`src/rtl/traffic_pkg.sv`:
```
// Shared constants, state encoding and per-direction output payload for the
// traffic phase arbiter.
package traffic_pkg;
    localparam int unsigned CNT_W = 4;

    localparam logic [1:0] LIGHT_RED = 2'b00;
    localparam logic [1:0] LIGHT_YEL = 2'b01;
    localparam logic [1:0] LIGHT_GRN = 2'b10;

    // Direction indices match the i_req bit order {N,S,W,E}.
    localparam logic [1:0] DIR_E = 2'd0;
    localparam logic [1:0] DIR_W = 2'd1;
    localparam logic [1:0] DIR_S = 2'd2;
    localparam logic [1:0] DIR_N = 2'd3;

    localparam logic GRP_NS = 1'b0;
    localparam logic GRP_EW = 1'b1;

    typedef enum logic [2:0] {
        ST_IDLE   = 3'd0,
        ST_AR_PRE = 3'd1,
        ST_NS_G   = 3'd2,
        ST_NS_Y   = 3'd3,
        ST_AR_NS  = 3'd4,
        ST_EW_G   = 3'd5,
        ST_EW_Y   = 3'd6,
        ST_AR_EW  = 3'd7
    } state_e;

    typedef struct packed {
        logic [1:0]       wt;
        logic [CNT_W-1:0] ct;
    } dir_out_t;
endpackage

```
`src/rtl/traffic_phase_timer.sv`:
```
// Loadable 4-bit down counter with tick enable; shared by yellow and all-red.
module traffic_phase_timer
    import traffic_pkg::*;
(
    input  logic             clk,
    input  logic             reset_n,
    input  logic             i_load,
    input  logic [CNT_W-1:0] i_load_val,
    input  logic             i_tick_en,
    output logic [CNT_W-1:0] o_cnt_nxt_c,
    output logic             o_last_c
);
    logic [CNT_W-1:0] cnt_q, cnt_d;

    always_comb begin
        cnt_d = cnt_q;
        if (i_load) begin
            cnt_d = i_load_val;
        end else if (i_tick_en && (cnt_q != '0)) begin
            cnt_d = cnt_q - CNT_W'(1);
        end
    end

    always_ff @(posedge clk or negedge reset_n) begin
        if (!reset_n) begin
            cnt_q <= '0;
        end else begin
            cnt_q <= cnt_d;
        end
    end

    assign o_cnt_nxt_c = cnt_d;
    assign o_last_c    = (cnt_q == CNT_W'(1));
endmodule

```
`src/rtl/traffic_phase_arbiter.sv`:
```
// NS/EW right-of-way controller with min/max green, demand switching and clean stop.
// Optional preemption input is enabled by defining TRAFFIC_PREEMPT_EN.
module traffic_phase_arbiter
    import traffic_pkg::*;
#(
    parameter int unsigned MIN_G = 4,
    parameter int unsigned MAX_G = 10,
    parameter int unsigned YEL   = 3,
    parameter int unsigned ALLR  = 1
) (
    input  logic       clk,
    input  logic       reset_n,
    input  logic       i_start,
    input  logic       i_tick,
    input  logic [3:0] i_req,
`ifdef TRAFFIC_PREEMPT_EN
    input  logic       i_preempt,
`endif
    output logic [1:0] o_e_wt,
    output logic [1:0] o_w_wt,
    output logic [1:0] o_s_wt,
    output logic [1:0] o_n_wt,
    output logic [3:0] o_e_ct,
    output logic [3:0] o_w_ct,
    output logic [3:0] o_s_ct,
    output logic [3:0] o_n_ct,
    output logic [2:0] o_phase
);
    localparam logic [CNT_W-1:0] MIN_G_C = CNT_W'(MIN_G);
    localparam logic [CNT_W-1:0] MAX_G_C = CNT_W'(MAX_G);
    localparam logic [CNT_W-1:0] YEL_C   = CNT_W'(YEL);
    localparam logic [CNT_W-1:0] ALLR_C  = CNT_W'(ALLR);
    localparam logic [CNT_W-1:0] G_SAT   = CNT_W'(15);

    state_e                 state_q, state_d;
    logic [CNT_W-1:0]       g_q, g_d, g_inc, green_ct;
    logic [1:0]             pend_q, pend_d, grp_req, other_pend;
    logic                   stop_q, stop_d, stop_eff, preempt;
    logic                   ns_exit, ew_exit, in_ar, entering;
    logic                   tmr_load, tmr_tick_en, tmr_last_c;
    logic [CNT_W-1:0]       tmr_load_val, tmr_cnt_d;
    dir_out_t [3:0]         out_q, out_d;

`ifdef TRAFFIC_PREEMPT_EN
    assign preempt = i_preempt;
`else
    assign preempt = 1'b0;
`endif

    assign grp_req[GRP_NS] = i_req[DIR_N] | i_req[DIR_S];
    assign grp_req[GRP_EW] = i_req[DIR_W] | i_req[DIR_E];
    assign other_pend      = pend_q | grp_req;
    assign stop_eff        = stop_q | ~i_start;
    assign g_inc           = (g_q == G_SAT) ? g_q : g_q + CNT_W'(1);
    assign in_ar           = (state_q == ST_AR_NS) || (state_q == ST_AR_EW);
    assign entering        = (state_d != state_q);

    // A request seen on the same edge as the tick counts toward the switch.
    always_comb begin
        ns_exit = i_tick && (g_inc >= MIN_G_C) &&
                  (stop_eff || (other_pend[GRP_EW] && (!grp_req[GRP_NS] || (g_inc >= MAX_G_C))));
        ew_exit = i_tick && (g_inc >= MIN_G_C) &&
                  (stop_eff || (other_pend[GRP_NS] && (!grp_req[GRP_EW] || (g_inc >= MAX_G_C))));
    end

    always_ff @(posedge clk or negedge reset_n) begin
        if (!reset_n) begin
            state_q <= ST_IDLE;
        end else begin
            state_q <= state_d;
        end
    end

    always_comb begin
        state_d = state_q;
        case (state_q)
            ST_IDLE:   if (i_start) state_d = ST_AR_PRE;
            ST_AR_PRE: if (i_tick && tmr_last_c) state_d = ST_NS_G;
            ST_NS_G:   if (preempt || ns_exit) state_d = ST_NS_Y;
            ST_NS_Y:   if (i_tick && tmr_last_c) state_d = ST_AR_NS;
            ST_AR_NS:  if (i_tick && tmr_last_c && !preempt) state_d = stop_eff ? ST_IDLE : ST_EW_G;
            ST_EW_G:   if (preempt || ew_exit) state_d = ST_EW_Y;
            ST_EW_Y:   if (i_tick && tmr_last_c) state_d = ST_AR_EW;
            ST_AR_EW:  if (i_tick && tmr_last_c && !preempt) state_d = stop_eff ? ST_IDLE : ST_NS_G;
            default:   state_d = ST_IDLE;
        endcase
    end

    // Timer reloads on entry to any timed state; all-red holds at 1 under preemption.
    always_comb begin
        tmr_load     = entering && (state_d != ST_IDLE) &&
                       (state_d != ST_NS_G) && (state_d != ST_EW_G);
        tmr_load_val = ((state_d == ST_NS_Y) || (state_d == ST_EW_Y)) ? YEL_C : ALLR_C;
        tmr_tick_en  = i_tick && !(preempt && in_ar && tmr_last_c);
    end

    traffic_phase_timer u_timer (
        .clk         (clk),
        .reset_n     (reset_n),
        .i_load      (tmr_load),
        .i_load_val  (tmr_load_val),
        .i_tick_en   (tmr_tick_en),
        .o_cnt_nxt_c (tmr_cnt_d),
        .o_last_c    (tmr_last_c)
    );

    always_comb begin
        g_d = g_q;
        if (entering && ((state_d == ST_NS_G) || (state_d == ST_EW_G))) begin
            g_d = '0;
        end else if (((state_q == ST_NS_G) || (state_q == ST_EW_G)) && i_tick) begin
            g_d = g_inc;
        end

        pend_d = pend_q | grp_req;
        if (entering && (state_d == ST_NS_G)) pend_d[GRP_NS] = 1'b0;
        if (entering && (state_d == ST_EW_G)) pend_d[GRP_EW] = 1'b0;

        stop_d = (state_q == ST_IDLE) ? 1'b0 : stop_eff;
    end

    // Output decode from next-state values so lights move on the qualifying edge.
    always_comb begin
        out_d    = '0;
        green_ct = (g_d >= MAX_G_C) ? '0 : MAX_G_C - g_d;
        case (state_d)
            ST_AR_PRE, ST_AR_NS, ST_AR_EW: begin
                out_d[DIR_E].ct = tmr_cnt_d;
                out_d[DIR_W].ct = tmr_cnt_d;
                out_d[DIR_S].ct = tmr_cnt_d;
                out_d[DIR_N].ct = tmr_cnt_d;
            end
            ST_NS_G: begin
                out_d[DIR_N] = '{wt: LIGHT_GRN, ct: green_ct};
                out_d[DIR_S] = '{wt: LIGHT_GRN, ct: green_ct};
            end
            ST_NS_Y: begin
                out_d[DIR_N] = '{wt: LIGHT_YEL, ct: tmr_cnt_d};
                out_d[DIR_S] = '{wt: LIGHT_YEL, ct: tmr_cnt_d};
            end
            ST_EW_G: begin
                out_d[DIR_E] = '{wt: LIGHT_GRN, ct: green_ct};
                out_d[DIR_W] = '{wt: LIGHT_GRN, ct: green_ct};
            end
            ST_EW_Y: begin
                out_d[DIR_E] = '{wt: LIGHT_YEL, ct: tmr_cnt_d};
                out_d[DIR_W] = '{wt: LIGHT_YEL, ct: tmr_cnt_d};
            end
            default: ;
        endcase
    end

    always_ff @(posedge clk or negedge reset_n) begin
        if (!reset_n) begin
            g_q    <= '0;
            pend_q <= '0;
            stop_q <= 1'b0;
            out_q  <= '0;
        end else begin
            g_q    <= g_d;
            pend_q <= pend_d;
            stop_q <= stop_d;
            out_q  <= out_d;
        end
    end

    assign o_e_wt  = out_q[DIR_E].wt;
    assign o_w_wt  = out_q[DIR_W].wt;
    assign o_s_wt  = out_q[DIR_S].wt;
    assign o_n_wt  = out_q[DIR_N].wt;
    assign o_e_ct  = out_q[DIR_E].ct;
    assign o_w_ct  = out_q[DIR_W].ct;
    assign o_s_ct  = out_q[DIR_S].ct;
    assign o_n_ct  = out_q[DIR_N].ct;
    assign o_phase = state_q;
endmodule

```
`config.mk`:
```
export PLATFORM = sky130hd
export DESIGN_NAME = traffic_phase_arbiter
export DESIGN_NICKNAME = d
export VERILOG_FILES = /design/src/rtl/traffic_pkg.sv /design/src/rtl/traffic_phase_timer.sv /design/src/rtl/traffic_phase_arbiter.sv
export SDC_FILE = /design/constraint.sdc
export NUM_CORES = 1
export LEC_CHECK = 0
export ABC_AREA = 1
export CAP_MARGIN = 20
export CORE_ASPECT_RATIO = 1.75
export CORE_UTILIZATION = 37
export DETAILED_ROUTE_END_ITERATION = 6
export GPL_TIMING_DRIVEN = 1
export MAX_ROUTING_LAYER = met4
export PLACE_DENSITY = 0.61
export SKIP_CTS_REPAIR_TIMING = 1
export SYNTH_ARGS = -nofsm -noshare
export SYNTH_HDL_FRONTEND = slang
export SYNTH_SLANG_ARGS = --single-unit
```
`constraint.sdc`:
```
create_clock -name clk -period 4.55 [get_ports clk]
set_clock_uncertainty 0.2 [all_clocks]
set_input_delay 0.6825 -clock clk [delete_from_list [all_inputs] [get_ports clk]]
set_output_delay 0.6825 -clock clk [all_outputs]
set_load 0.01 [all_outputs]
```
==> results of run 1 <==
per-layer routing:
layer | GRT usage (%) | wire (µm) | up-vias
li1 | - | - | 769
met1 | 18.4 | 1480 | 722
met2 | 34.0 | 2360 | 19
met3 | 1.63 | 50 | 8
met4 | 7.48 | 88 | 0
met5 | - | 0 | -
placed cells by master (no fill, tap or decap), types with 2 or more instances in the layout:
cell              n
o21ai_0           8
nand4_1           5
ha_1              6
inv_1            27
nand2_2           8
xor2_1            2
clkbuf_8          3
nand3_1          15
a21oi_1           2
inv_2             9
o21ai_1           2
nor2_1           17
nand2_1          56
clkdlybuf4s50_1  34
nor2_2            3
nand3_2           4
or2_2             2
a31oi_1           2
nor3_1            3
o2111ai_1         2
dfrtp_1          26
cells by family after synthesis:
kind of cell / Yosys count / synth area share, %
AOI/OAI and AO/OA: 26 / 11.9
xor gates and xnor gates: 3 / 1.48
and+or+nand+nor: 117 / 32.1
adders and majority gates: 6 / 4.24
buffers and inverters: 51 / 13.6
DFF: 26 / 36.7
layout make-up:
type,instances,area [µm²],area share (%)
clock inverter,1,30.0,1.39
clock buffer,3,41.3,1.92
timing repair buffer,35,348,16.1
tap,52,65.1,3.02
sequential,26,651,30.2
multi-input combinational,152,881,40.9
inverter,37,140,6.50
final timing paths:
kind / start / to / depth (start not counted) / slack [ns]
min: pend_q[1]$_DFF_PN0_ / pend_q[1]$_DFF_PN0_ / 3 / 0.35
min reg2reg: pend_q[1]$_DFF_PN0_ / pend_q[1]$_DFF_PN0_ / 3 / 0.35
max: i_tick / o_n_ct[3]$_DFF_PN0_ / 18 / 0.77
min in group asynchronous: reset_n / o_phase[1]$_DFF_PN0_ / 1 / 0.52
max reg2reg: g_q[0]$_DFF_PN0_ / o_n_ct[3]$_DFF_PN0_ / 19 / 1.09
max in group asynchronous: reset_n / stop_q$_DFF_PN0_ / 2 / 3.05
state kept, by name, summed over array words and instances, names as in the netlist:
| register | count |
|---|---|
| g_q | 4 |
| o_n_ct | 4 |
| o_w_ct | 4 |
| u_timer.cnt_q | 4 |
| o_phase | 3 |
| o_n_wt | 2 |
| o_w_wt | 2 |
| pend_q | 2 |
| stop_q | 1 |
power by group through the flow:
stage,registers [mW],logic (mW),clock network (mW)
4_1_cts,0.391,0.900,0.195
2_1_floorplan,0.389,0.639,0
3_3_place_gp,0.395,0.894,0
3_5_place_dp,0.396,0.894,0
5_1_grt,0.403,1.01,0.205
6_report,0.390,0.894,0.190
tightest hold or removal path, stage by stage (launching register included):
cell     delay [ns]
dfrtp_1        0.32
or2_2          0.10
nand2_1        0.05
inv_1          0.04
==> flow_summary.yaml, run 1 <==
final_layout:
  drive_gt1_share_pct: 16.5
  fin_area_mm2: 0.00216
  diodes: 0
  stdcell_count: 306
  utilization_pct: 46.6
  fin_nets: 269
  fillCellCount: 476
  area_delta_synth_final_pct: 21.7
sta:
  final-hold-violation-count: 0
  post-route-period-util_pct: 83.1
  tns_ns: 0
  slew_viol_final: 0
  fin_ws_ns: 0.770
  max-slew-margin-rel_pct: 54.9
  holdWs_ns: 0.353
  setup_violations: 0
  post-route-min-period_ns: 3.78
  worst_pin_slew_ns: 0.670
  rsz0062_at_grt: "false"
  fmaxAchievable_mhz: 265
detailed_routing:
  first_pass_iters: 6
  vias: 1518
  drc: 0
  drt-wirelength-per-cell_um: 13.0
  totalWireLength_um: 3980
  drtIter0Drc: 14
  viasPerCell: 4.96
  antenna_left: 0
clocking:
  cts-root-buf: "clkbuf_8"
  clock_latency_ns: 0.27
  numCtsBuffers: 3
  cts_tree: "built"
  cts_sinks: 26
  cts-root-to-sink-buffers: 2
  clk_transition_reported_paths_ns: 0.09
  htreeDepth: 1
setup_path:
  path_buf_inv: 5
  cp-start-kind: "input pin"
  slowest_stage: "clkdlybuf4s50_1"
  critPathMaxFanout: 7
  critPathMaxStageDelay_ns: 0.63
  worstPathCellList: "clkdlybuf4s50_1 > nand3_2 > inv_2 > nand2_2 > a21oi_1 > o31ai_1 > o21ai_0 > nand2_2 > clkinv_2 > nor2_4 > o21ai_4 > inv_2 > nor2_2 > inv_1 > ha_1 > o311ai_2 > nand4_1 > nand2_1"
  cp.required_ns: 4.57
  crit_path_end_kind: "flip-flop"
  crit_type: "input pin to flip-flop"
  cp_top_family: "compound AO/OA/AOI/OAI gates"
  cp.arrival_ns: 3.80
status:
  outcome: "finished, final reports clean"
placement:
  dp_cells: 302
  placed_area_mm2: 0.00208
  dp_slack_ns: 0.495
  hpwl_um: 3280
  portBuffers: 34
  gp_congestion: 0.882
die:
  rows: 33
  ioPinCount: 35
  initial_core_util_pct: 38.3
  core_mm2: 0.00462
  die-height_um: 93.5
  die_area_mm2: 0.00508
  dieWidth_um: 54.3
yosys:
  synth.ff_latch_count: 26
  async_flop_share_pct: 100
  synth.area.top_cells: "dfrtp_1 (37%), nand2_1 (12%), inv_1 (5.7%), buf_4 (5.1%), ha_1 (4.2%)"
  post-synth-top-count-cell: "nand2_1"
  synth_cells: 229
  yosysUniqueCellTypes: 37
  yosysSeqAreaShare_pct: 36.7
  synth_top_cell_by_area: "dfrtp_1"
  syn_nets: 243
  syn-mean-instance-area_um2: 7.74
  ys_warn_count: 0
  synth_edf_count: 0
  ys.flop_type: "dfrtp_1"
  netlist.area_leader.share_pct: 36.7
  synth_common_cells: "nand2_1 (56), inv_1 (27), dfrtp_1 (26)"
  synth_area_mm2: 0.00177
global_route:
  grt_pass1_wl_um: 6550
  grtUsageTotal_pct: 18.4
  grt_overflow: 0
  grt_pass1_vias: 1456
  antenna_found_initial: 0
  grt_max_degree: 17
power:
  swShare_pct: 46.3
  netSwitchingPower_uw: 683
  p_comb_share_pct: 60.6
  p_per_area_mw_per_mm2: 684
  leakagePower_nw: 1.05
  finalPower_mw: 1.47
  internal-power_uw: 791
  clockPowerShare_pct: 12.9
  seq_power_share_pct: 26.5
  vdd_drop_max_uv: 371
hold_path:
  hold_path_class: "flip-flop to flip-flop"
flow_run:
  cap_violations: 0
No activity file was read; power rests on OpenSTA's default activity.
==> run 2, diff against run 1 <==
clock period = 3.9 ns   (was 4.55 ns; I/O delays follow)
==> flow_summary.yaml, run 2 (same netlist as run 1, synthesis figures left out) <==
status:
  outcome: "finished, final reports clean"
final_layout:
  drive_gt1_share_pct: 17.5
  fillCellCount: 456
  stdcell_count: 309
  final_cell_mix: "nand2_1 (56), clkdlybuf4s50_1 (34), inv_1 (27)"
  fin_nets: 272
  area_delta_synth_final_pct: 23.0
  diodes: 0
  final_common_cell: "nand2_1"
die:
  ioPinCount: 35
  die_area_mm2: 0.00508
  initial_core_util_pct: 38.3
  dieWidth_um: 54.3
  die-height_um: 93.5
  core_mm2: 0.00462
  rows: 33
placement:
  hpwl_um: 3150
  gp_congestion: 0.821
  portBuffers: 34
  dp_cells: 305
sta:
  worst_pin_slew_ns: 0.636
  tns_ns: 0
  post-route-min-period_ns: 3.42
  final-hold-violation-count: 0
  post-route-period-util_pct: 87.8
  slew_viol_final: 0
  setup_violations: 0
  fmaxAchievable_mhz: 292
  max-slew-margin-rel_pct: 57.2
  rsz0062_at_grt: "false"
clocking:
  htreeDepth: 1
  numCtsBuffers: 3
  cts-root-buf: "clkbuf_8"
  clk_transition_reported_paths_ns: 0.09
  cts_sinks: 26
  clock_latency_ns: 0.27
  cts_tree: "built"
  cts-root-to-sink-buffers: 2
global_route:
  antenna_found_initial: 0
  grt_pass1_vias: 1497
  grt_overflow: 0
  grt_pass1_wl_um: 6500
  grt_max_degree: 27
  grtUsageTotal_pct: 18.2
detailed_routing:
  first_pass_iters: 4
  drc: 0
  antenna_left: 0
  totalWireLength_um: 3870
  viasPerCell: 4.87
  vias: 1505
  drtIter0Drc: 31
  drt-wirelength-per-cell_um: 12.5
power:
  leakagePower_nw: 1.06
  finalPower_mw: 1.72
  p_comb_share_pct: 60.4
  seq_power_share_pct: 26.5
  clockPowerShare_pct: 13.1
  vdd_drop_max_uv: 429
  swShare_pct: 45.8
  netSwitchingPower_uw: 786
  p_per_area_mw_per_mm2: 788
  internal-power_uw: 931
hold_path:
  hold_path_class: "flip-flop to flip-flop"
setup_path:
  crit_type: "input pin to flip-flop"
  crit_path_end_kind: "flip-flop"
  critPathMaxFanout: 6
  cp.arrival_ns: 3.44
  cp-start-kind: "input pin"
  cp.required_ns: 3.92
flow_run:
  cap_violations: 0
[run 2: cell types whose count changed in the layout (fill, tap and decap cells not counted), sizes merged]
cell	delta
buf	+3
[run 2: power groups by stage]
stage / combinational, mW / sequential (mW) / clock, mW
after global placement: 1.05 / 0.462 / 0
after CTS: 1.05 / 0.458 / 0.229
final: 1.04 / 0.455 / 0.224
after floorplan: 0.745 / 0.454 / 0
after global routing: 1.18 / 0.469 / 0.242
after detailed placement: 1.05 / 0.463 / 0
[run 2: stage by stage]
stage | utilization [%] | worst slack, ns | hold WS, ns | area [µm²]
2_1_floorplan | - | 0.914 | 0.0894 | 1770
3_3_place_gp | 45.6 | 0.209 | 0.320 | 2110
6_report | 47.1 | 0.477 | 0.350 | 2180
4_1_cts | 47.1 | 0.472 | 0.353 | 2180
5_1_grt | 47.1 | 0.192 | 0.391 | 2180
3_5_place_dp | 45.6 | 0.204 | 0.328 | 2110
[run 2: layout make-up]
class / count / area [µm²] / share of cell area, %
Sequential cell: 26 / 651 / 29.9
Multi-Input combinational cell: 152 / 881 / 40.4
Timing Repair Buffer: 38 / 370 / 17.0
Clock buffer: 3 / 41.3 / 1.90
Clock inverter: 1 / 30.0 / 1.38
Tap cell: 52 / 65.1 / 2.99
Inverter: 37 / 140 / 6.43
[run 2: worst paths after layout]
path	start	slack (ns)	end	cells past startpoint
worst min register to register	pend_q[1]$_DFF_PN0_	0.35	pend_q[1]$_DFF_PN0_	3
max in group asynchronous	reset_n	2.78	g_q[0]$_DFF_PN0_	2
worst max-delay path	i_tick	0.48	o_n_ct[3]$_DFF_PN0_	18
worst min-delay path	pend_q[1]$_DFF_PN0_	0.35	pend_q[1]$_DFF_PN0_	3
min in group asynchronous	reset_n	0.47	o_w_wt[1]$_DFF_PN0_	2
worst max register to register	g_q[0]$_DFF_PN0_	0.54	o_n_ct[3]$_DFF_PN0_	19
[run 2: layer usage]
| layer | track usage (%) | up-vias | part of all wire [%] |
|---|---|---|---|
| met1 | 19.0 | 677 | 38 |
| met5 | - | - | 0 |
| met2 | 31.7 | 34 | 56 |
| li1 | - | 781 | - |
| met4 | 9.40 | 0 | 4.3 |
| met3 | 2.11 | 13 | 2.1 |
[run 2: critical path, cell delays in order]
cell and delay, ns:
clkdlybuf4s50_1 0.50, nand3_2 0.13, inv_2 0.13, nand2_2 0.10, a21oi_1 0.14, o31ai_1 0.07, o21ai_0 0.10, nand2_2 0.13
clkinv_2 0.09, nor2_4 0.05, o21ai_4 0.23, inv_2 0.07, nor2_2 0.18, inv_1 0.07, ha_1 0.20, o311ai_2 0.42
nand4_1 0.17, nand2_1 0.08
==> run 3, diff against run 2 <==
CORE_MARGIN = 5   (was unset)
==> flow_summary.yaml, run 3 (same netlist as run 1, synthesis figures left out) <==
setup_path:
  cp.arrival_ns: 3.48
  startpoint: "i_tick"
  crit_type: "input pin to flip-flop"
  rr_startpoint: "g_q[0]$_DFF_PN0_"
  critPathMaxFanout: 6
  crit_path_end_kind: "flip-flop"
  cp.required_ns: 3.91
  cp-start-kind: "input pin"
final_layout:
  stdcell_count: 308
  utilization_pct: 46.2
  final_cell_mix: "nand2_1 (56), clkdlybuf4s50_1 (34), inv_1 (27)"
  fin_nets: 271
  final_common_cell: "nand2_1"
  fin_area_mm2: 0.00215
  diodes: 0
  area_delta_synth_final_pct: 21.6
  drive_gt1_share_pct: 17.2
placement:
  placed_area_mm2: 0.00210
  portBuffers: 34
  dp_slack_ns: 0.151
  hpwl_um: 3180
  dp_cells: 304
  gp_congestion: 0.835
die:
  die_area_mm2: 0.00633
  dieWidth_um: 62.3
  rows: 33
  die-height_um: 102
  initial_core_util_pct: 38.0
  core_mm2: 0.00467
  ioPinCount: 35
power:
  p_comb_share_pct: 62.2
  finalPower_mw: 1.65
  p_per_area_mw_per_mm2: 765
  vdd_drop_max_uv: 392
  netSwitchingPower_uw: 771
  swShare_pct: 46.8
  internal-power_uw: 878
  leakagePower_nw: 1.05
  clockPowerShare_pct: 10.4
  seq_power_share_pct: 27.4
clocking:
  numCtsBuffers: 3
  clk_transition_reported_paths_ns: 0.09
  cts-root-to-sink-buffers: 2
  cts_sinks: 26
  cts_tree: "built"
  htreeDepth: 1
  cts-root-buf: "clkbuf_8"
  clock_latency_ns: 0.26
sta:
  worst_pin_slew_ns: 0.584
  slew_viol_final: 0
  final-hold-violation-count: 0
  post-route-min-period_ns: 3.48
  setup_violations: 0
  fin_ws_ns: 0.422
  rsz0062_at_grt: "false"
  max-slew-margin-rel_pct: 60.6
  tns_ns: 0
  fmaxAchievable_mhz: 288
  holdWs_ns: 0.345
  post-route-period-util_pct: 89.2
detailed_routing:
  drtIter0Drc: 32
  first_pass_iters: 4
  viasPerCell: 4.91
  drc: 0
  totalWireLength_um: 3810
  antenna_left: 0
  vias: 1513
  drt-wirelength-per-cell_um: 12.4
global_route:
  grt_pass1_vias: 1516
  antenna_found_initial: 0
  grt_overflow: 0
  grt_max_degree: 27
  grt_pass1_wl_um: 6600
  grtUsageTotal_pct: 13.2
flow_run:
  cap_violations: 0
hold_path:
  hold_path_class: "flip-flop to flip-flop"
  min_from: "pend_q[1]$_DFF_PN0_"
status:
  outcome: "finished, final reports clean"
## run 3: worst max-delay path, stage by stage
cell and delay (ns):
clkdlybuf4s50_1 0.50, nand3_2 0.15, inv_2 0.14, nand2_2 0.09, a21oi_1 0.14, o31ai_1 0.10, o21ai_0 0.10, nand2_2 0.12
clkinv_2 0.09, nor2_4 0.05, o21ai_4 0.22, inv_2 0.06, nor2_2 0.17, inv_1 0.07, ha_1 0.20, o311ai_2 0.42
nand3_1 0.16, nand2_1 0.10
## run 3: final timing paths
| kind | cells past startpoint | endpoint | slack [ns] |
|---|---|---|---|
| setup / recovery | 18 | o_w_ct[1]$_DFF_PN0_ | 0.42 |
| min in group asynchronous | 2 | g_q[1]$_DFF_PN0_ | 0.47 |
| hold reg to reg | 3 | pend_q[1]$_DFF_PN0_ | 0.34 |
| max in group asynchronous | 2 | o_n_ct[0]$_DFF_PN0_ | 2.77 |
| setup reg to reg | 19 | o_w_ct[1]$_DFF_PN0_ | 0.50 |
| hold / removal | 3 | pend_q[1]$_DFF_PN0_ | 0.34 |
## run 3: routing by layer
layer / routed length, µm / vias up / track usage (%)
met5: 0 / - / -
met4: 84 / 0 / 6.70
met3: 103 / 6 / 1.55
met2: 2210 / 35 / 25.0
met1: 1420 / 697 / 13.0
li1: - / 775 / -
## run 3: power by group through the flow
| stage | sequential (mW) | combinational [mW] | clock (mW) |
|---|---|---|---|
| global route | 0.467 | 1.16 | 0.186 |
| floorplan | 0.454 | 0.745 | 0 |
| detailed placement | 0.457 | 1.04 | 0 |
| CTS | 0.453 | 1.04 | 0.176 |
| global placement | 0.458 | 1.03 | 0 |
| finish | 0.452 | 1.03 | 0.171 |
## run 3: layout make-up
| cell class | count | area, µm² |
|---|---|---|
| sequential | 26 | 651 |
| multi-input combinational | 152 | 881 |
| clock buffer | 4 | 55.1 |
| timing repair buffer | 37 | 363 |
| fill | 469 | 2510 |
| inverter | 37 | 140 |
| tap | 52 | 65.1 |
